<file path="config.mk">
export PLATFORM = sky130hd
export DESIGN_NAME = control_unit
export DESIGN_NICKNAME = d
export VERILOG_FILES = /design/src/rtl/control_unit.sv
export SDC_FILE = /design/constraint.sdc
export NUM_CORES = 1
export LEC_CHECK = 0
export BUFFER_PORTS_ARGS = -buffer_cell sky130_fd_sc_hd__buf_2
export CORE_MARGIN = 2
export CORE_UTILIZATION = 57
export DETAILED_ROUTE_END_ITERATION = 10
export GPL_TIMING_DRIVEN = 0
export PLACE_DENSITY = 0.87
export SETUP_SLACK_MARGIN = 0.02
export SLEW_MARGIN = 10
export SYNTH_ARGS = -nofsm -noshare
export SYNTH_HDL_FRONTEND = slang
export SYNTH_SLANG_ARGS = --single-unit
</file>
<file path="constraint.sdc">
create_clock -name clk -period 5.11 [get_ports clk]
set_input_delay 0.7665 -clock clk [delete_from_list [all_inputs] [get_ports clk]]
set_output_delay 0.7665 -clock clk [all_outputs]
set_load 0.02 [all_outputs]
</file>
<file path="src/rtl/control_unit.sv">
// rtl/control_unit.sv - multi-cycle RV32I sequencer (fetch, decode, execute, write back) driving the ALU
// Optional feature macro: CONTROL_ILLEGAL_TRAP_EN (illegal instruction enters a sticky TRAP state;
// when undefined, illegal instructions retire as NOPs and trap is tied low).
// Ports:
//   clk, rst                      clock, synchronous active-high reset
//   imem_req, imem_addr           fetch request (held until accepted) and address (= pc)
//   imem_valid, imem_rdata        fetch response, accepted in the cycle it is seen during FETCH
//   rs1_addr, rs2_addr, rd_addr   register-file read/write addresses (registered)
//   ALU_func, imm                 ALU operation and immediate (registered)
//   alu_result                    ALU output, used for write-back data and branch resolution
//   rd_wdata, rf_we               register-file write data and one-cycle write strobe
//   pc, retire, trap              program counter, retire pulse, sticky illegal-instruction flag

package TypesPkg;
    typedef enum logic [4:0] {
        ADD, SUB, SLL, SLT, XOR, SRL, SRA, OR, AND,
        ADDI, SLTI, XORI, ORI, ANDI, SLLI, SRLI, SRAI,
        EQL, LT, GE
    } ALU_func_t;
endpackage

module control_unit
    import TypesPkg::*;
#(
    parameter logic [31:0] RESET_PC = 32'h0000_0000
) (
    input  logic        clk,
    input  logic        rst,
    output logic        imem_req,
    output logic [31:0] imem_addr,
    input  logic        imem_valid,
    input  logic [31:0] imem_rdata,
    output logic [4:0]  rs1_addr,
    output logic [4:0]  rs2_addr,
    output ALU_func_t   ALU_func,
    output logic [31:0] imm,
    input  logic [31:0] alu_result,
    output logic [4:0]  rd_addr,
    output logic [31:0] rd_wdata,
    output logic        rf_we,
    output logic [31:0] pc,
    output logic        retire,
    output logic        trap
);
    localparam logic [6:0] OP_R    = 7'b0110011;
    localparam logic [6:0] OP_I    = 7'b0010011;
    localparam logic [6:0] OP_B    = 7'b1100011;
    localparam logic [6:0] F7_ZERO = 7'b0000000;
    localparam logic [6:0] F7_ALT  = 7'b0100000;

`ifdef CONTROL_ILLEGAL_TRAP_EN
    typedef enum logic [2:0] {FETCH, DECODE, EXECUTE, WRITEBACK, TRAP} state_t;
`else
    typedef enum logic [2:0] {FETCH, DECODE, EXECUTE, WRITEBACK} state_t;
`endif

    state_t      state, next_state;
    logic [31:0] instr;
    logic        is_branch;
    logic        dec_legal, dec_branch;
    ALU_func_t   dec_func;
    logic [31:0] dec_imm;
    logic [2:0]  funct3;
    logic [6:0]  funct7;
    logic        branch_taken;

    assign funct3    = instr[14:12];
    assign funct7    = instr[31:25];
    // BNE shares the EQL comparison with BEQ, so its sense is flipped here.
    assign branch_taken = alu_result[0] ^ (funct3 == 3'b001);

    // rst gating keeps the request low for the whole reset window even though
    // the state register already sits in FETCH.
    assign imem_req  = (state == FETCH) && !rst;
    assign imem_addr = pc;

`ifdef CONTROL_ILLEGAL_TRAP_EN
    assign trap = (state == TRAP);
`else
    assign trap = 1'b0;
`endif

    always_comb begin
        dec_legal  = 1'b0;
        dec_branch = 1'b0;
        dec_func   = ADD;
        dec_imm    = 32'd0;
        case (instr[6:0])
            OP_R: begin
                dec_legal = (funct7 == F7_ZERO);
                case (funct3)
                    3'b000: begin
                        if (funct7 == F7_ALT) begin
                            dec_func  = SUB;
                            dec_legal = 1'b1;
                        end else begin
                            dec_func = ADD;
                        end
                    end
                    3'b001: dec_func = SLL;
                    3'b010: dec_func = SLT;
                    3'b100: dec_func = XOR;
                    3'b101: begin
                        if (funct7 == F7_ALT) begin
                            dec_func  = SRA;
                            dec_legal = 1'b1;
                        end else begin
                            dec_func = SRL;
                        end
                    end
                    3'b110: dec_func = OR;
                    3'b111: dec_func = AND;
                    default: dec_legal = 1'b0;
                endcase
            end
            OP_I: begin
                dec_legal = 1'b1;
                dec_imm   = {{20{instr[31]}}, instr[31:20]};
                case (funct3)
                    3'b000: dec_func = ADDI;
                    3'b010: dec_func = SLTI;
                    3'b100: dec_func = XORI;
                    3'b110: dec_func = ORI;
                    3'b111: dec_func = ANDI;
                    // Shift amount only: the funct7 field must not leak into the ALU operand.
                    3'b001: begin
                        dec_func  = SLLI;
                        dec_imm   = {27'd0, instr[24:20]};
                        dec_legal = (funct7 == F7_ZERO);
                    end
                    3'b101: begin
                        dec_imm   = {27'd0, instr[24:20]};
                        dec_legal = (funct7 == F7_ZERO) || (funct7 == F7_ALT);
                        if (funct7 == F7_ALT) begin
                            dec_func = SRAI;
                        end else begin
                            dec_func = SRLI;
                        end
                    end
                    default: dec_legal = 1'b0;
                endcase
            end
            OP_B: begin
                dec_legal  = 1'b1;
                dec_branch = 1'b1;
                dec_imm    = {{19{instr[31]}}, instr[31], instr[7], instr[30:25], instr[11:8], 1'b0};
                case (funct3)
                    3'b000, 3'b001: dec_func = EQL;
                    3'b100:         dec_func = LT;
                    3'b101:         dec_func = GE;
                    default:        dec_legal = 1'b0;
                endcase
            end
            default: dec_legal = 1'b0;
        endcase
    end

    always_comb begin
        next_state = state;
        retire     = 1'b0;
        rf_we      = 1'b0;
        case (state)
            FETCH: begin
                if (imem_valid) next_state = DECODE;
            end
            DECODE: begin
                if (dec_legal) begin
                    next_state = EXECUTE;
                end else begin
`ifdef CONTROL_ILLEGAL_TRAP_EN
                    next_state = TRAP;
`else
                    retire     = 1'b1;
                    next_state = FETCH;
`endif
                end
            end
            EXECUTE: begin
                if (is_branch) begin
                    retire     = 1'b1;
                    next_state = FETCH;
                end else begin
                    next_state = WRITEBACK;
                end
            end
            WRITEBACK: begin
                rf_we      = (rd_addr != 5'd0);
                retire     = 1'b1;
                next_state = FETCH;
            end
`ifdef CONTROL_ILLEGAL_TRAP_EN
            TRAP: next_state = TRAP;
`endif
            default: next_state = FETCH;
        endcase
    end

    always_ff @(posedge clk) begin
        if (rst) begin
            state     <= FETCH;
            pc        <= RESET_PC;
            instr     <= 32'd0;
            rs1_addr  <= 5'd0;
            rs2_addr  <= 5'd0;
            rd_addr   <= 5'd0;
            ALU_func  <= ADD;
            imm       <= 32'd0;
            rd_wdata  <= 32'd0;
            is_branch <= 1'b0;
        end else begin
            state <= next_state;
            case (state)
                FETCH: begin
                    if (imem_valid) begin
                        instr    <= imem_rdata;
                        rs1_addr <= imem_rdata[19:15];
                        rs2_addr <= imem_rdata[24:20];
                        rd_addr  <= imem_rdata[11:7];
                    end
                end
                DECODE: begin
                    if (dec_legal) begin
                        ALU_func  <= dec_func;
                        imm       <= dec_imm;
                        is_branch <= dec_branch;
                    end
`ifndef CONTROL_ILLEGAL_TRAP_EN
                    else begin
                        pc <= pc + 32'd4;
                    end
`endif
                end
                EXECUTE: begin
                    if (is_branch) begin
                        pc <= branch_taken ? (pc + imm) : (pc + 32'd4);
                    end else begin
                        rd_wdata <= alu_result;
                    end
                end
                WRITEBACK: pc <= pc + 32'd4;
                default: ;
            endcase
        end
    end

endmodule
</file>
Word level (Yosys, flattened, before mapping). Index checks and enable logic that the tools add are counted.

Equal/unequal tests: 16. Bitwise gates (word level): 2. $mul: 0. Order comparisons: 0. $add $sub $neg: 2. Shift-type cells: 0. Divide/modulo/power cells: 0. Mux-type cells: 27. Reduce and logical (&&, ||, !) cells: 18.

Operator list (number): 32-bit 2-to-1 mux (4); 32-bit case mux with 3 select lines (1); 32-bit case mux with 2 select lines (1); 5-bit case mux with 7 select lines (1); 32-bit by 3-bit adder with 32-bit output (second input constant) (1); 32-bit adder (1); 5-bit case mux with 3 select lines (2); 4-bit case mux with 7 select lines (1); 7-bit by 6-bit equality test with 1-bit output (second input constant) (2); 3-bit equality test (second input constant) (4); 5-bit OR reduction (2); 3-bit by 2-bit equality test with 1-bit output (second input constant) (3); 1-bit case mux with 3 select lines (3); 3-bit case mux with 3 select lines (1); 7-bit by 5-bit equality test with 1-bit output (second input constant) (1); 7-bit equality test (second input constant) (1); 7-bit logical NOT (1); 1-bit 2-to-1 mux (7); 3-bit by 1-bit equality test with 1-bit output (second input constant) (2); 3-bit logical NOT (2); 2-bit 2-to-1 mux (3); 2-bit != test (second input constant) (3); 2-bit AND reduction (3); 2-bit OR reduction (3); 12 further kinds (12).

Logic and storage cells: 75. Memories kept: 0. Flip-flop bits (word level): 152. Input bits: 67. RAM bits: 0. Output and inout bits: 152. Bits in read-only memories: 0. Bits in latches: 0.

Logic depth before layout (Yosys ltp).
Word-level depth: 6. Mapped depth: 11. Depth with buffers taken out: 10.

Worst setup path after synthesis. OpenSTA, ideal clock, no wires.

Kind: register to register. From: register imm[30]. To: register pc[31] (netlist: imem_addr[31]). Required time: 5015 ps. Arrival: 3131 ps. Path buffers: 1. Cell stages (with the launch flop): 10. Clock period less this slack: 3227 ps. Setup slack: 1883 ps. Library setup time: 95 ps. Path through: dfxtp_1 -> ha_1 -> clkbuf_1 -> a21o_1 -> a21o_1 -> a221oi_1 -> o21ai_0 -> a211o_1 -> o41a_1 -> o311ai_1.

Longest elaborated chain between the ends: 4.

Ends and longest elaborated chain: from (decl) (RTL line 36) `output logic [31:0] imm,`; from (signal assigned) (RTL line 224) `imm <= dec_imm;`; 32-bit adder (RTL line 235) `pc <= branch_taken ? (pc + imm) : (pc + 32'd4);`; 32-bit 2-to-1 mux (RTL line 235); 32-bit 2-to-1 mux (RTL line 234) `if (is_branch) begin`; 32-bit case mux with 3 select lines (RTL line 212) `case (state)`; to (signal assigned) (RTL line 229) `pc <= pc + 32'd4;`; to (signal assigned) (RTL line 235); to (signal assigned) (RTL line 240) `WRITEBACK: pc <= pc + 32'd4;`; to (decl) (RTL line 41) `output logic [31:0] pc,`.

Every way passes these cells. The select of a mux whose other input is x is not followed. A chain may end at the register's enable or synchronous reset.

==> metrics.md <==
| Metric | Value |
|---|---|
| RSZ-0062 raised after global routing | `no` |
| Fin cells | `between 1000 and 1500` |
| Syn Nets | `1099` |
| Layout cells sized above 1 | `0.280` |
| Peak VDD IR | `~0.26 mV` |
| Ys flop type | `dfxtp_1` |
| # fillers | `approximately 1000` |
| Worst EP required | `5.39 ns` |
| Die Ht | `approximately 120 um` |
| Final period util | `0.694` |
| Clk sinks | `~120` |
| Post-route ant nets | `0` |
| Slew margin rel. | `0.398` |
| WP data arrival | `about 3.8 ns` |
| Die area | `0.0140 sq mm` |
| Vias per cell | `5.86` |
| TritonCTS clock tree | `yes` |
| Total power divided by cell area | `roughly 250 mW/mm^2` |
| Leak | `between 4 and 5 nW` |
| Clock Root Buffer | `clkbuf_16` |
| Post-CTS resize count | `0` |
| Largest net degree at the start of global routing | `44` |
| Clk Latency, worst-skew pair | `approximately 0.42 ns` |
| Fmax | `282 MHz` |
| Ys Warns | `0` |
| Crit Path Class | `reg -> reg` |
| Count of cell types in the netlist | `between 70 and 80` |
| Setup bufs post-CTS | `0` |
| Crit-path max FO | `43` |
| Slew Limit Fails | `0` |
| DRT Pass-1 Iters | `7` |
| Status | `complete, no violations` |
| EDFF count, synth | `0` |
| Area growth from synthesis to layout | `25.6%` |
| # nets final | `approximately 1300` |
| Hold slack final | `approximately 0.45 ns` |
| Slew @ Worst Pin | `around 0.90 ns` |
| Syn Area/Cell | `7.45 sq um` |
| Worst hold path class | `reg -> reg` |
| # hold bufs at CTS | `0` |
| Clock transition at path regs | `about 0.060 ns` |
| DRC violations left | `0` |
| Final Hold Viols | `0` |
| Total CTS buffers | `17` |
| RD Place Congestion | `about 0.99` |
| Layout Skew | `between 0.006 and 0.007 ns` |
| CP startpoint kind | `flop` |
| Number of global-route vias before repair | `roughly 7600` |
| Mapped cell area | `around 0.0074 sq mm` |
| Max-cap viol count | `0` |
| Async SR Flop Fraction | `0` |
| Initial antenna violation count | `0` |
| IO buf count | `roughly 220` |
| Flops & latches, synth | `approximately 120` |
| Maximum clock insertion buffer count | `2` |
| Core Box Area | `about 0.013 sq mm` |
| ANT cells | `0` |
| Final min period | `between 3 and 4 ns` |
| Setup violations, final | `0` |
| Site Rows | `between 40 and 50` |
| H-tree depth | `4` |
| Post-DP HPWL | `16900 um` |
| Most frequent cells in the layout | `buf_2, nand2_1, a21oi_1, dfxtp_1, buf_4` |
| GRT Overall Usage | `0.325` |
| Sequential area share after synthesis | `0.315` |
| Starting Density | `0.587` |
| WL/cell | `16.3 um` |
| First-pass GRT wire length | `37000 um` |
| Grt total ovfl | `0` |
| Multi-input logic area | `0.00431 sq mm` |
| Critical Path End Type | `flop` |
| Post-placement cell count | `~1400` |
| # IOs | `219` |
| Vias | `8319` |
| Setup TNS | `0 ns` |
| Post-Route WL | `23200 um` |
| Die X | `around 120 um` |
| Mapped Cells | `between 900 and 1000` |
| 1st-iter DRT viols | `719` |
| Commonest non-fill, non-tap cell in the layout | `buf_2` |
| FF/Latch Area | `approximately 0.0023 sq mm` |
==> critical path, cell delays in order (launching register included) <==
cell      delay, ns
dfxtp_2        0.92
ha_1           0.37
clkbuf_1       0.18
a21oi_1        0.17
o21ai_0        0.12
or3_1          0.33
o21ai_1        0.36
o21ai_0        0.30
o31a_1         0.35
nor4_1         0.21
a311oi_1       0.09
==> per-stage QoR <==
step	total power, mW	setup slack (ns)	util	instance area [sq um]
after floorplan	1.06	1.88	-	7440
after global placement	1.13	1.23	0.690	8740
after detailed placement	1.13	1.74	0.690	8740
after CTS	2.32	1.65	0.738	9350
after global routing	2.39	1.37	0.738	9350
final	2.33	1.56	0.738	9350
==> routing by layer <==
| metal | wire length, um | track usage | vias to the layer above |
|---|---|---|---|
| met3 | 2520 | 0.0898 | 66 |
| met4 | 582 | 0.126 | 0 |
| met5 | 0 | 0 | - |
| met2 | 11000 | 0.546 | 510 |
| li1 | - | - | 3983 |
| met1 | 9090 | 0.393 | 3760 |
==> power breakdown <==
group | switching, mW | total [mW] | internal (mW)
clock network | 0.464 | 1.21 | 0.748
registers | 0.0192 | 0.949 | 0.930
logic | 0.100 | 0.166 | 0.0661
==> cell type report <==
type,instances,share of cell area
sequential,117,0.251
tap,172,0.0230
clock inverter,13,0.0158
buffer,124,0.0790
timing repair buffer,217,0.116
clock buffer,19,0.0485
inverter,15,0.00602
multi-input combinational,743,0.461
==> cell families (layout without fill, tap and decap cells) <==
group,after synthesis,count (layout),share of synthesized area
DFF,117,117,0.315
buffers and inverters,139,388,0.107
AOI/OAI and AO/OA,310,310,0.262
other,1,1,0.000504
muxes,1,1,0.00135
and+or+nand+nor,373,373,0.229
adders and majority gates,33,33,0.0565
xor gates and xnor gates,25,25,0.0294
==> sequential cells by signal (all words and copies together), names as in the netlist <==
signal	count
rs2_addr	4
rd_wdata	32
imm	13
instr	20
rs1_addr	4
ALU_func	5
is_branch	1
rd_addr	4
state	2
imem_addr	32
==> synthesized netlist by cell type, types with 4 or more instances <==
cell type / instances / share of area
dfxtp_1: 117 / 0.31
xor2_1: 11 / 0.013
buf_1: 8 / 0.0040
nand3_1: 31 / 0.021
nor3_1: 22 / 0.015
ha_1: 32 / 0.054
nand4_1: 13 / 0.011
o211a_1: 7 / 0.0094
o22ai_1: 8 / 0.0067
clkbuf_1: 37 / 0.019
inv_1: 14 / 0.0071
a211oi_1: 18 / 0.018
nand2_1: 193 / 0.097
and3_1: 10 / 0.0084
nand2b_1: 5 / 0.0042
and2_1: 6 / 0.0050
nor2b_1: 5 / 0.0042
o21ai_1: 4 / 0.0027
a31oi_1: 11 / 0.0092
xnor2_1: 14 / 0.016
o211ai_1: 5 / 0.0050
a221oi_1: 6 / 0.0071
buf_4: 67 / 0.068
a21oi_1: 129 / 0.087
nor2_1: 57 / 0.029
o21bai_1: 5 / 0.0050
o21ai_0: 46 / 0.031
or3_1: 5 / 0.0042
o31a_1: 4 / 0.0047
buf_2: 11 / 0.0074
a21o_1: 27 / 0.027
a22oi_1: 4 / 0.0040
==> final timing paths <==
| check | startpoint | to | slack, ns | depth (start not counted) |
|---|---|---|---|---|
| setup / recovery | imm[30]$_SDFFE_PP0P_ | imem_addr[28]$_SDFFE_PP0P_ | 1.56 | 10 |
| hold / removal | rd_wdata[18]$_SDFFE_PP0P_ | rd_wdata[18]$_SDFFE_PP0P_ | 0.45 | 2 |
| hold reg to reg | rd_wdata[18]$_SDFFE_PP0P_ | rd_wdata[18]$_SDFFE_PP0P_ | 0.45 | 2 |
| setup reg to reg | imm[30]$_SDFFE_PP0P_ | imem_addr[28]$_SDFFE_PP0P_ | 1.56 | 10 |
Power figures use the tool's default switching activity.
